[src/rtl/video_timing_gen.sv]
// Raster timing generator: display counter plus a lookahead request counter,
// with registered sync, draw-area, strobes and frame count derived from the next positions.

module video_timing_gen_cnt #(
    parameter int H_TOTAL = 2,
    parameter int V_TOTAL = 2,
    parameter int XW      = 1,
    parameter int YW      = 1,
    parameter int X_INIT  = 0,
    parameter int Y_INIT  = 0
) (
    input  logic          clk,
    input  logic          rst_n,
    input  logic          en,
    output logic [XW-1:0] x,
    output logic [YW-1:0] y,
    output logic [XW-1:0] nx,
    output logic [YW-1:0] ny
);
    localparam logic [XW-1:0] X_LAST = XW'(H_TOTAL - 1);
    localparam logic [YW-1:0] Y_LAST = YW'(V_TOTAL - 1);
    localparam logic [XW-1:0] X_RST  = XW'(X_INIT);
    localparam logic [YW-1:0] Y_RST  = YW'(Y_INIT);

    always_comb begin
        nx = x + 1'b1;
        ny = y;
        if (x == X_LAST) begin
            nx = '0;
            ny = (y == Y_LAST) ? '0 : y + 1'b1;
        end
    end

    always_ff @(posedge clk or negedge rst_n) begin
        if (!rst_n) begin
            x <= X_RST;
            y <= Y_RST;
        end else if (en) begin
            x <= nx;
            y <= ny;
        end
    end
endmodule

module video_timing_gen #(
    parameter int H_PIXELS      = 800,
    parameter int H_FRONT_PORCH = 48,
    parameter int H_SYNC        = 32,
    parameter int H_BACK_PORCH  = 80,
    parameter int V_PIXELS      = 600,
    parameter int V_FRONT_PORCH = 3,
    parameter int V_SYNC        = 4,
    parameter int V_BACK_PORCH  = 11,
    parameter int HSYNC_POL     = 1,
    parameter int VSYNC_POL     = 0,
    parameter int LOOKAHEAD     = 0,
    localparam int H_TOTAL = H_PIXELS + H_FRONT_PORCH + H_SYNC + H_BACK_PORCH,
    localparam int V_TOTAL = V_PIXELS + V_FRONT_PORCH + V_SYNC + V_BACK_PORCH,
    localparam int XW      = $clog2(H_TOTAL),
    localparam int YW      = $clog2(V_TOTAL)
) (
    input  logic          clk,
    input  logic          rst_n,
    input  logic          en,
    output logic          hsync,
    output logic          vsync,
    output logic          draw_area,
    output logic [XW-1:0] x,
    output logic [YW-1:0] y,
    output logic          line_start,
    output logic          frame_start,
    output logic [15:0]   frame_count,
    output logic          req_valid,
    output logic [XW-1:0] req_x,
    output logic [YW-1:0] req_y
);
    localparam int HS_START = H_PIXELS + H_FRONT_PORCH;
    localparam int HS_END   = HS_START + H_SYNC;
    localparam int VS_START = V_PIXELS + V_FRONT_PORCH;
    localparam int VS_END   = VS_START + V_SYNC;
    localparam logic HS_OFF = (HSYNC_POL == 0);
    localparam logic VS_OFF = (VSYNC_POL == 0);

    // Request counter starts LOOKAHEAD raster positions past the reset display position.
    localparam int RAST  = H_TOTAL * V_TOTAL;
    localparam int R_IDX = (V_PIXELS * H_TOTAL + LOOKAHEAD) % RAST;
    localparam int RX0   = R_IDX % H_TOTAL;
    localparam int RY0   = R_IDX / H_TOTAL;
    localparam logic RV0 = (RX0 < H_PIXELS) && (RY0 < V_PIXELS);

    logic [XW-1:0] d_nx, r_nx;
    logic [YW-1:0] d_ny, r_ny;
    logic          hs_act, vs_act, wrap_n;

    video_timing_gen_cnt #(
        .H_TOTAL(H_TOTAL), .V_TOTAL(V_TOTAL), .XW(XW), .YW(YW),
        .X_INIT(0), .Y_INIT(V_PIXELS)
    ) u_disp (
        .clk(clk), .rst_n(rst_n), .en(en), .x(x), .y(y), .nx(d_nx), .ny(d_ny)
    );

    video_timing_gen_cnt #(
        .H_TOTAL(H_TOTAL), .V_TOTAL(V_TOTAL), .XW(XW), .YW(YW),
        .X_INIT(RX0), .Y_INIT(RY0)
    ) u_req (
        .clk(clk), .rst_n(rst_n), .en(en), .x(req_x), .y(req_y), .nx(r_nx), .ny(r_ny)
    );

    function automatic logic in_area(input logic [XW-1:0] cx, input logic [YW-1:0] cy);
        return (32'(cx) < H_PIXELS) && (32'(cy) < V_PIXELS);
    endfunction

    assign hs_act = (32'(d_nx) >= HS_START) && (32'(d_nx) < HS_END);
    assign vs_act = (32'(d_ny) >= VS_START) && (32'(d_ny) < VS_END);
    assign wrap_n = (d_nx == '0) && (d_ny == '0);

    always_ff @(posedge clk or negedge rst_n) begin
        if (!rst_n) begin
            hsync       <= HS_OFF;
            vsync       <= VS_OFF;
            draw_area   <= 1'b0;
            line_start  <= 1'b0;
            frame_start <= 1'b0;
            frame_count <= '0;
            req_valid   <= RV0;
        end else if (en) begin
            hsync       <= hs_act ^ HS_OFF;
            vsync       <= vs_act ^ VS_OFF;
            draw_area   <= in_area(d_nx, d_ny);
            line_start  <= (d_nx == '0);
            frame_start <= wrap_n;
            req_valid   <= in_area(r_nx, r_ny);
            if (wrap_n) frame_count <= frame_count + 16'd1;
        end
    end
endmodule
[config.mk]
export PLATFORM = sky130hd
export DESIGN_NAME = video_timing_gen
export DESIGN_NICKNAME = d
export VERILOG_FILES = /design/src/rtl/video_timing_gen.sv
export SDC_FILE = /design/constraint.sdc
export NUM_CORES = 1
export LEC_CHECK = 0
export ABC_AREA = 1
export ABC_CLOCK_PERIOD_IN_PS = 3200
export CORE_MARGIN = 10
export CORE_UTILIZATION = 45
export DETAILED_ROUTE_END_ITERATION = 7
export GPL_TIMING_DRIVEN = 0
export PLACE_DENSITY = 0.79
export SKIP_LAST_GASP = 1
export SLEW_MARGIN = 0
export SYNTH_ARGS = -nofsm -noshare
export SYNTH_HDL_FRONTEND = slang
export SYNTH_SLANG_ARGS = --single-unit
[constraint.sdc]
create_clock -name clk -period 3.2 [get_ports clk]
set_clock_uncertainty 0.1 [all_clocks]
set_input_delay 0.48 -clock clk [delete_from_list [all_inputs] [get_ports clk]]
set_output_delay 0.48 -clock clk [all_outputs]
set_load 0.005 [all_outputs]
==> impl_metrics.tcl, run 1 <==
set metrics [dict create \
    cp.required_ns 3.34 \
    vias 4365 \
    power_switching_mw 1.04 \
    syn-cell-area_um2 4240 \
    drtIter0Drc 369 \
    critPathBufInv 0 \
    track_usage_pct 17.6 \
    crit_path_max_incr_delay_ns 0.46 \
    syn2layout_area_growth_pct 22.8 \
    finalSetupViolCount 0 \
    synth_top_area_share_pct 31.3 \
    tritoncts "yes" \
    globalplace.congestion 0.918 \
    firstDrtPassIters 5 \
    grt_max_degree 63 \
    cpMostUsedCell "nand2_1" \
    synthTopCellsByArea "dfrtp_1 (31%), nand2_1 (16%), nand3_1 (6.7%)" \
    power_frac_seq_pct 40.7 \
    rows 35 \
    diodes 0 \
    cts.sinks 62 \
    avgSynthCellArea_um2 6.95 \
    p_per_area_nw_per_um2 529 \
    finalNetCount 695 \
    fmax_mhz 398 \
    worst_pin_slew_ns 0.795 \
    grt_pass1_vias 4218 \
    power_mw 2.75 \
    path_cells "ha_1, nand2_2, nor2_4, o21ai_1, o21ai_1, nand2_2, nor2_1, nand2_1, nor2_2, nand3_4, nand2_1, nand2_1" \
    postCtsSetupRepairBufs 0 \
    insertion_delay_ns 0.35 \
    ir_worst_vdd_mv 0.408 \
    cts_resized 0 \
    hold_viol 0 \
    antenna_found_initial 0 \
    wl_met2_um 5610 \
    internal-power_mw 1.72 \
    yosysTopAreaCell "dfrtp_1" \
    port-buffer-count 63 \
    synthCells 610 \
    seq_area_frac_synth_pct 36.9 \
    ios 65 \
    start_kind "flop" \
    critPathTopFamily "simple AND/OR/NAND/NOR gates" \
    grt_remaining_overflow 0 \
    p_sw_share_pct 37.7 \
    die_x_um 117 \
    maxCapViolCount 0 \
    antenna_left 0 \
    drt-wirelength-per-cell_um 14.7 \
    setup_slack_ns 0.689 \
    clkPwrFrac_pct 25.9 \
    pre_cts_ws_ns 0.722 \
    period_share_pct 78.5 \
    slowest_stage "dfrtp_1" \
    max_slew_margin_pct 47.0 \
    end_kind "flop" \
    wl_met3_um 873 \
    hold_class "in2async" \
    hold_buffers 0 \
    core_um2 9200 \
    ctsHtreeMaxLevel 3 \
    crit_arrival_ns 2.65 \
    yosys_warnings 0 \
    wl_um 11700 \
    cp_max_fo 10 \
    clockBufferDepth 2 \
    highest_layer "met4" \
    die_h_um 117 \
    via_per_inst 5.46 \
    rsz0062_at_grt "false" \
    synth_cell_types 35 \
    clkTransAtPathRegs_ns 0.07 \
    drt_drc_violations_left 0 \
    drv_slew 0 \
    grt_pass1_wl_um 19600 \
    synthesis.nets 621 \
    drive_above_1_share_pct 9.29 \
    finalCriticalPeriod_ns 2.51 \
    status "finished clean" \
    dieArea_um2 13700 \
    synth-seq-cells 62 \
    dp.final_hpwl_um 8690 \
    crit_type "reg2reg" \
    cts_buffers 9 \
    leakage_nw 2.35 \
    start_util_pct 46.1 \
    comb_power_share_pct 33.4 \
    cts_root_buf "clkbuf_8" \
    wl_met1_um 4980 \
]
## cell families after synthesis
group	synth area share [%]
and+or+nand+nor	42.3
xor gates and xnor gates	3.49
adders and majority gates	2.36
AOI/OAI and AO/OA	6.91
DFF	36.9
buffers and inverters	8.06
## power by group through the flow
stage | clock, mW | combinational (mW) | sequential [mW]
floorplan | 0 | 0.514 | 1.10
global placement | 0 | 0.890 | 1.12
detailed placement | 0 | 0.920 | 1.13
CTS | 0.724 | 0.925 | 1.12
global route | 0.759 | 1.03 | 1.15
finish | 0.713 | 0.920 | 1.12
## metrics by stage
stage | cells | utilization, % | area [µm²] | hold slack [ns] | TNS (ns)
finish | 800 | 56.6 | 5200 | 0.0964 | 0
global route | 800 | 56.6 | 5200 | 0.175 | 0
CTS | 800 | 56.6 | 5200 | 0.138 | 0
detailed placement | 784 | 54.4 | 5000 | 0.365 | 0
global placement | 784 | 54.4 | 5010 | 0.368 | -26.57
floorplan | 610 | - | 4240 | 0.0844 | 0
## sequential cells by signal (all words and copies together) (netlist names)
register	count
draw_area	1
u_req.x	10
vsync	1
frame_start	1
u_req.y	10
u_disp.y	10
req_valid	1
frame_count	16
u_disp.x	10
hsync	1
line_start	1
## cell type report
type	count	area, µm²
fillers	855	3990
inverters	71	267
flip-flops and latches	62	1560
multi-input cells	462	2330
clock inverters	6	61.3
repair buffers	63	628
clock buffers	10	138
well taps	111	139
plain buffers	15	75.1
## per-layer routing
metal  up-vias  GRT usage [%]
met1      2064           21.6
li1       2125              -
met2       151           28.6
met5         -              0
met3        25           4.49
met4         0           7.99
## layout by cell type, fill, tap and decap left out, types with 17 or more instances in the layout
| cell type | n |
|---|---|
| nand4_1 | 27 |
| nand3_1 | 57 |
| o21ai_0 | 37 |
| dfrtp_1 | 53 |
| nor3_1 | 17 |
| inv_1 | 69 |
| clkdlybuf4s50_1 | 62 |
| nor2_1 | 60 |
| nand2_1 | 186 |
## synth_stat cells, drive strengths merged
master	instances
nand4	28
nor4	3
inv	70
clkinv	1
o211ai	1
o22ai	2
dfstp	9
xor2	10
nand3b	1
o21bai	4
o21ai	39
nand2	196
clkbuf	10
nor2	72
dfrtp	53
nor3	17
buf	5
o21a	1
xnor2	6
and3	1
ha	8
nand3	65
a21oi	8
## worst paths after layout
check / start / to / slack [ns] / cells after the start
max: u_disp.x[0] / frame_count[13] / 0.69 / 12
min: rst_n / u_disp.x[7] / 0.1 / 1
max reg2reg: u_disp.x[0] / frame_count[13] / 0.69 / 12
min reg2reg: frame_start / frame_start / 0.39 / 2
max in group asynchronous: rst_n / u_req.x[3] / 2.36 / 1
min in group clk: frame_start / frame_start / 0.39 / 2
Note: power is estimated with default switching activity, not from simulation.
==> run 2, diff against run 1 <==
Settings changed: ABC_CLOCK_PERIOD_IN_PS 3200 to 2000, PLACE_DENSITY 0.79 to 0.81.
Clock period 3.2 ns to 2 ns, I/O delays scaled along.
==> run 2 against run 1 <==
  * The flow now finishes with violations (setup timing)
  * Utilization increased by 8.0 points
  * Die area unchanged
  * Power increased by 82%
  * Global-route usage increased by 1.3 points
  * Highest routed layer unchanged
==> impl_metrics.tcl, run 2 (synthesis results as in run 1) <==
set metrics [dict create \
    leakage_nw 2.59 \
    mostFrequentLayoutCells "nand2_1 (172), clkdlybuf4s50_1 (62), inv_1 (59)" \
    start_kind "flop" \
    track_usage_pct 18.9 \
    wl_um 13900 \
    firstDrtPassIters 7 \
    cts.sinks 62 \
    hold_viol 0 \
    crit_type "reg2reg" \
    die_h_um 117 \
    port-buffer-count 63 \
    drtIter0Drc 491 \
    insertion_delay_ns 0.35 \
    globalplace.congestion 0.930 \
    setup_slack_ns -0.269 \
    ir_worst_vdd_mv 0.589 \
    grt_pass1_vias 4436 \
    max_slew_margin_pct 45.5 \
    grt_remaining_overflow 0 \
    fill_cells 745 \
    status "finished, violations left" \
    syn2layout_area_growth_pct 40.1 \
    cts_buffers 9 \
    cp_max_fo 5 \
    start_util_pct 46.1 \
    met1_usage_pct 22.3 \
    largest_reg_flops 16 \
    cts_root_buf "clkbuf_8" \
    drive_above_1_share_pct 24.2 \
    core_um2 9200 \
    end_kind "flop" \
    grt.busiest_layer "met2" \
    gr-usage-met2_pct 32.5 \
    die_x_um 117 \
    maxCapViolCount 0 \
    stdcell_count 838 \
    antenna_found_initial 0 \
    rsz0062_at_grt "true" \
    fin_util_pct 64.5 \
    finalNetCount 733 \
    via_per_inst 5.66 \
    period_share_pct 113 \
    tritoncts "yes" \
    grt_pass1_wl_um 21000 \
    violations "setup timing" \
    ctsHtreeMaxLevel 3 \
    hold_class "in2reg" \
    cp.required_ns 2.13 \
    fmax_mhz 441 \
    drt-wirelength-per-cell_um 16.6 \
    final_common_cell "nand2_1" \
    grt_max_degree 63 \
    p_per_area_nw_per_um2 846 \
    vias 4741 \
    clockBufferDepth 2 \
    drt_drc_violations_left 0 \
    crit_arrival_ns 2.40 \
    dieArea_um2 13700 \
    clkTransAtPathRegs_ns 0.07 \
    dpl.cell_count 784 \
    diodes 0 \
    finalSetupViolCount 19 \
    dp.final_hpwl_um 8770 \
    antenna_left 0 \
    worst_pin_slew_ns 0.818 \
    top_register "frame_count" \
    rows 35 \
    finalCriticalPeriod_ns 2.27 \
    grtUsageMet3_pct 3.57 \
    ios 65 \
    drv_slew 0 \
]
[run 2: stage by stage]
step / setup slack, ns / hold slack [ns] / total power, mW / instance area, µm² / setup TNS [ns]
after floorplan: -0.0791 / -0.0956 / 2.63 / 4300 / -0.891
after global placement: -1.75 / 0.366 / 3.27 / 5070 / -94.47
after detailed placement: -0.440 / 0.342 / 3.33 / 5060 / -7.59
after CTS: -0.171 / 0.303 / 4.71 / 5470 / -2.61
after global routing: -0.368 / 0.344 / 5.28 / 5930 / -6.27
final: -0.269 / 0.308 / 5.02 / 5930 / -4.09
[run 2: final cells by class]
class | count | area [µm²] | share of cell area, %
plain buffers | 13 | 66.3 | 1.12
clock buffers | 12 | 145 | 2.45
clock inverters | 4 | 70.1 | 1.18
inverters | 71 | 269 | 4.53
multi-input cells | 464 | 2710 | 45.6
flip-flops and latches | 62 | 1580 | 26.6
well taps | 111 | 139 | 2.34
repair buffers | 101 | 962 | 16.2
[run 2: worst paths after layout]
path,from,slack [ns],cells after the start,endpoint
worst max-delay path,u_disp.y[1],-0.27,14,frame_count[9]
max in group asynchronous,rst_n,0.72,2,u_disp.x[4]
worst min-delay path,en,0.31,4,u_req.x[2]
min in group asynchronous,rst_n,0.46,2,u_req.y[2]
worst min register to register,frame_count[2],0.40,2,frame_count[2]
worst max register to register,u_disp.y[1],-0.27,14,frame_count[9]
[run 2: report_power, final]
part           total [mW]  leakage, nW  switching, mW  internal, mW
combinational        1.91         1.71           1.01         0.898
clock                1.27        0.110          0.536         0.734
sequential           1.84        0.769          0.351          1.49
[run 2: what timing repair did]
item                                   in CTS  in global routing
setup endpoints to repair                  24                 28
hold buffers                                1                  0
endpoints found under the hold margin      53                  0
gates cloned                                0                  3
pin swaps                                  10                 34
resized for setup                          20                 75
buffers inserted                           14                 22
[run 2: per-layer routing]
layer / vias to the layer above / wire length, µm
li1: 2216 / -
met1: 2256 / 5440
met2: 222 / 7050
met3: 47 / 1010
met4: 0 / 384
met5: - / 0
[run 2: critical path, stage by stage, from the launching register on]
cell and delay (ns):
dfrtp_1 0.43, inv_2 0.11, ha_4 0.16, nand2_2 0.07, nor2_4 0.13, nand3_4 0.12, buf_6 0.14, nand3_1 0.10
nor2_2 0.06, nor2_4 0.16, nand2_2 0.08, nor2_4 0.18, nand3_2 0.16, nand2_1 0.10, nand2_1 0.06
==> run 3, diff against run 2 <==
Settings changed: CORE_UTILIZATION 45 to 50, PLACE_DENSITY 0.81 to 0.88.
==> run 3 against run 2 <==
  * Sequential cell count did not move
  * Via count fell by 0.99%
  * The run still ends with setup timing left
  * First-iteration DRC count fell by 21%
  * Largest power group unchanged
  * Die area fell by 8.3%
  * Sequential share of layout area fell by 0.057 points
  * Maximum frequency rose by 0.54%
  * Largest cell class unchanged
  * Wire length fell by 1.5%
  * Combinational power rose by 2%
  * Utilization rose by 7.9 points
==> impl_metrics.tcl, run 3 (synthesis results as in run 1) <==
set metrics [dict create \
    cp_max_fo 6 \
    largest_reg_flops 16 \
    start_util_pct 51.6 \
    maxCapViolCount 0 \
    core_um2 8220 \
    reg2reg_depth 13 \
    start_kind "flop" \
    clockBufferDepth 2 \
    rsz0062_at_grt "true" \
    leakage_nw 2.59 \
    period_share_pct 113 \
    min_path_cells 3 \
    cp.required_ns 2.13 \
    via_per_inst 5.63 \
    final_common_cell "nand2_1" \
    grt_pass1_wl_um 21900 \
    globalplace.congestion 0.938 \
    grt_pass1_vias 4591 \
    setup_slack_ns -0.257 \
    track_usage_pct 20.4 \
    tritoncts "yes" \
    hold_class "in2reg" \
    syn2layout_area_growth_pct 40.5 \
    wl_met1_um 5350 \
    drive_above_1_share_pct 24.1 \
    die_x_um 112 \
    hold_viol 0 \
    status "finished, violations left" \
    finalCriticalPeriod_ns 2.26 \
    mostFrequentLayoutCells "nand2_1 (174), clkdlybuf4s50_1 (62), inv_1 (61)" \
    clkTransAtPathRegs_ns 0.08 \
    place_area_um2 5060 \
    final_area_um2 5950 \
    cts.sinks 62 \
    ir_worst_vdd_mv 0.640 \
    drt_drc_violations_left 0 \
    cts_root_buf "clkbuf_8" \
    die_h_um 112 \
    crit_arrival_ns 2.39 \
    vias 4694 \
    drt-wirelength-per-cell_um 16.4 \
    p_per_area_nw_per_um2 827 \
    wl_met3_um 1260 \
    hold_path_end "frame_start" \
    ctsHtreeMaxLevel 3 \
    finalNetCount 735 \
    worstReg2RegStart "u_disp.x[0]" \
    rows 33 \
    fin_util_pct 72.4 \
    end_kind "flop" \
    grt_remaining_overflow 0 \
    r2r_end "frame_count[10]" \
    violations "setup timing" \
    fill_cells 604 \
    antenna_found_initial 0 \
    dp.final_hpwl_um 8890 \
    wl_met2_um 6790 \
    port-buffer-count 63 \
    cts_buffers 9 \
    antenna_left 0 \
    drtIter0Drc 389 \
    wl_um 13700 \
    pre_cts_ws_ns -0.438 \
    max_slew_margin_pct 46.1 \
    grt_max_degree 63 \
    crit_type "reg2reg" \
    dieArea_um2 12600 \
    insertion_delay_ns 0.35 \
    top_register "frame_count" \
    hp-start "en" \
    firstDrtPassIters 5 \
    ios 65 \
    worst_pin_slew_ns 0.808 \
    tns_ns -4.06 \
    fmax_mhz 443 \
    drv_slew 0 \
    reg2reg_slack_ns -0.26 \
    highest_layer "met4" \
    diodes 0 \
    finalSetupViolCount 19 \
]
run 3: cell count changes in the layout (fill, tap and decap cells not counted), moves of 2 or more:
cell	change
clkbuf_1	-3
inv_2	-3
inv_1	+2
nand2_1	+2
nand2_4	-2
nor2_2	-2
o21ai_1	+2
run 3: final cells by class:
type | count | area (µm²) | area share [%]
Sequential cell | 62 | 1580 | 26.5
Tap cell | 105 | 131 | 2.21
Buffer | 12 | 62.6 | 1.05
Timing Repair Buffer | 105 | 1010 | 17.0
Clock buffer | 10 | 138 | 2.31
Clock inverter | 6 | 61.3 | 1.03
Inverter | 71 | 272 | 4.56
Multi-Input combinational cell | 463 | 2700 | 45.3
run 3: critical path, cell delays in order, from the launching register on:
cell,delay (ns)
dfrtp_2,0.44
ha_4,0.17
nand2_4,0.10
nor2_4,0.07
buf_4,0.14
o21ai_2,0.25
nand2_4,0.10
nor2_4,0.12
nand3_2,0.11
nor2_4,0.21
buf_12,0.15
nand3_1,0.08
nand2_1,0.06
nand2_1,0.05
run 3: through the flow:
| stage | power [mW] | instances | hold WS [ns] |
|---|---|---|---|
| floorplan | 2.63 | 610 | -0.0956 |
| global route | 5.23 | 834 | 0.321 |
| global placement | 3.27 | 778 | 0.367 |
| finish | 4.92 | 834 | 0.316 |
| CTS | 4.71 | 817 | 0.298 |
| detailed placement | 3.35 | 778 | 0.344 |
run 3: how the worst max path moves through the flow:
stage	from	to	slack, ns	cells past startpoint
global placement	rst_n	u_disp.y[0]	-1.77	1
CTS	u_disp.x[0]	frame_count[15]	-0.20	13
floorplan	u_disp.x[0]	frame_count[11]	-0.08	13
detailed placement	u_disp.x[0]	frame_count[5]	-0.44	12
finish	u_disp.x[0]	frame_count[10]	-0.26	13
global route	u_disp.y[2]	frame_count[4]	-0.42	14
run 3: per-layer routing:
| metal | vias to the layer above | global-route usage (%) |
|---|---|---|
| met2 | 237 | 34.1 |
| met1 | 2217 | 24.8 |
| met3 | 28 | 5.64 |
| met5 | - | 0 |
| li1 | 2212 | - |
| met4 | 0 | 6.94 |
run 3: power breakdown:
part	switching, mW	leakage, nW	total [mW]	internal [mW]
registers	0.360	0.768	1.85	1.49
logic	1.03	1.72	1.95	0.921
clock network	0.524	0.102	1.13	0.605
run 3: what timing repair did:
item	CTS	global route
hold buffers	1	0
setup buffers	21	18
endpoints found under the hold margin	48	0
pin swaps	31	41
gates resized for setup	36	58
gates cloned	3	0
setup endpoints to repair	28	25
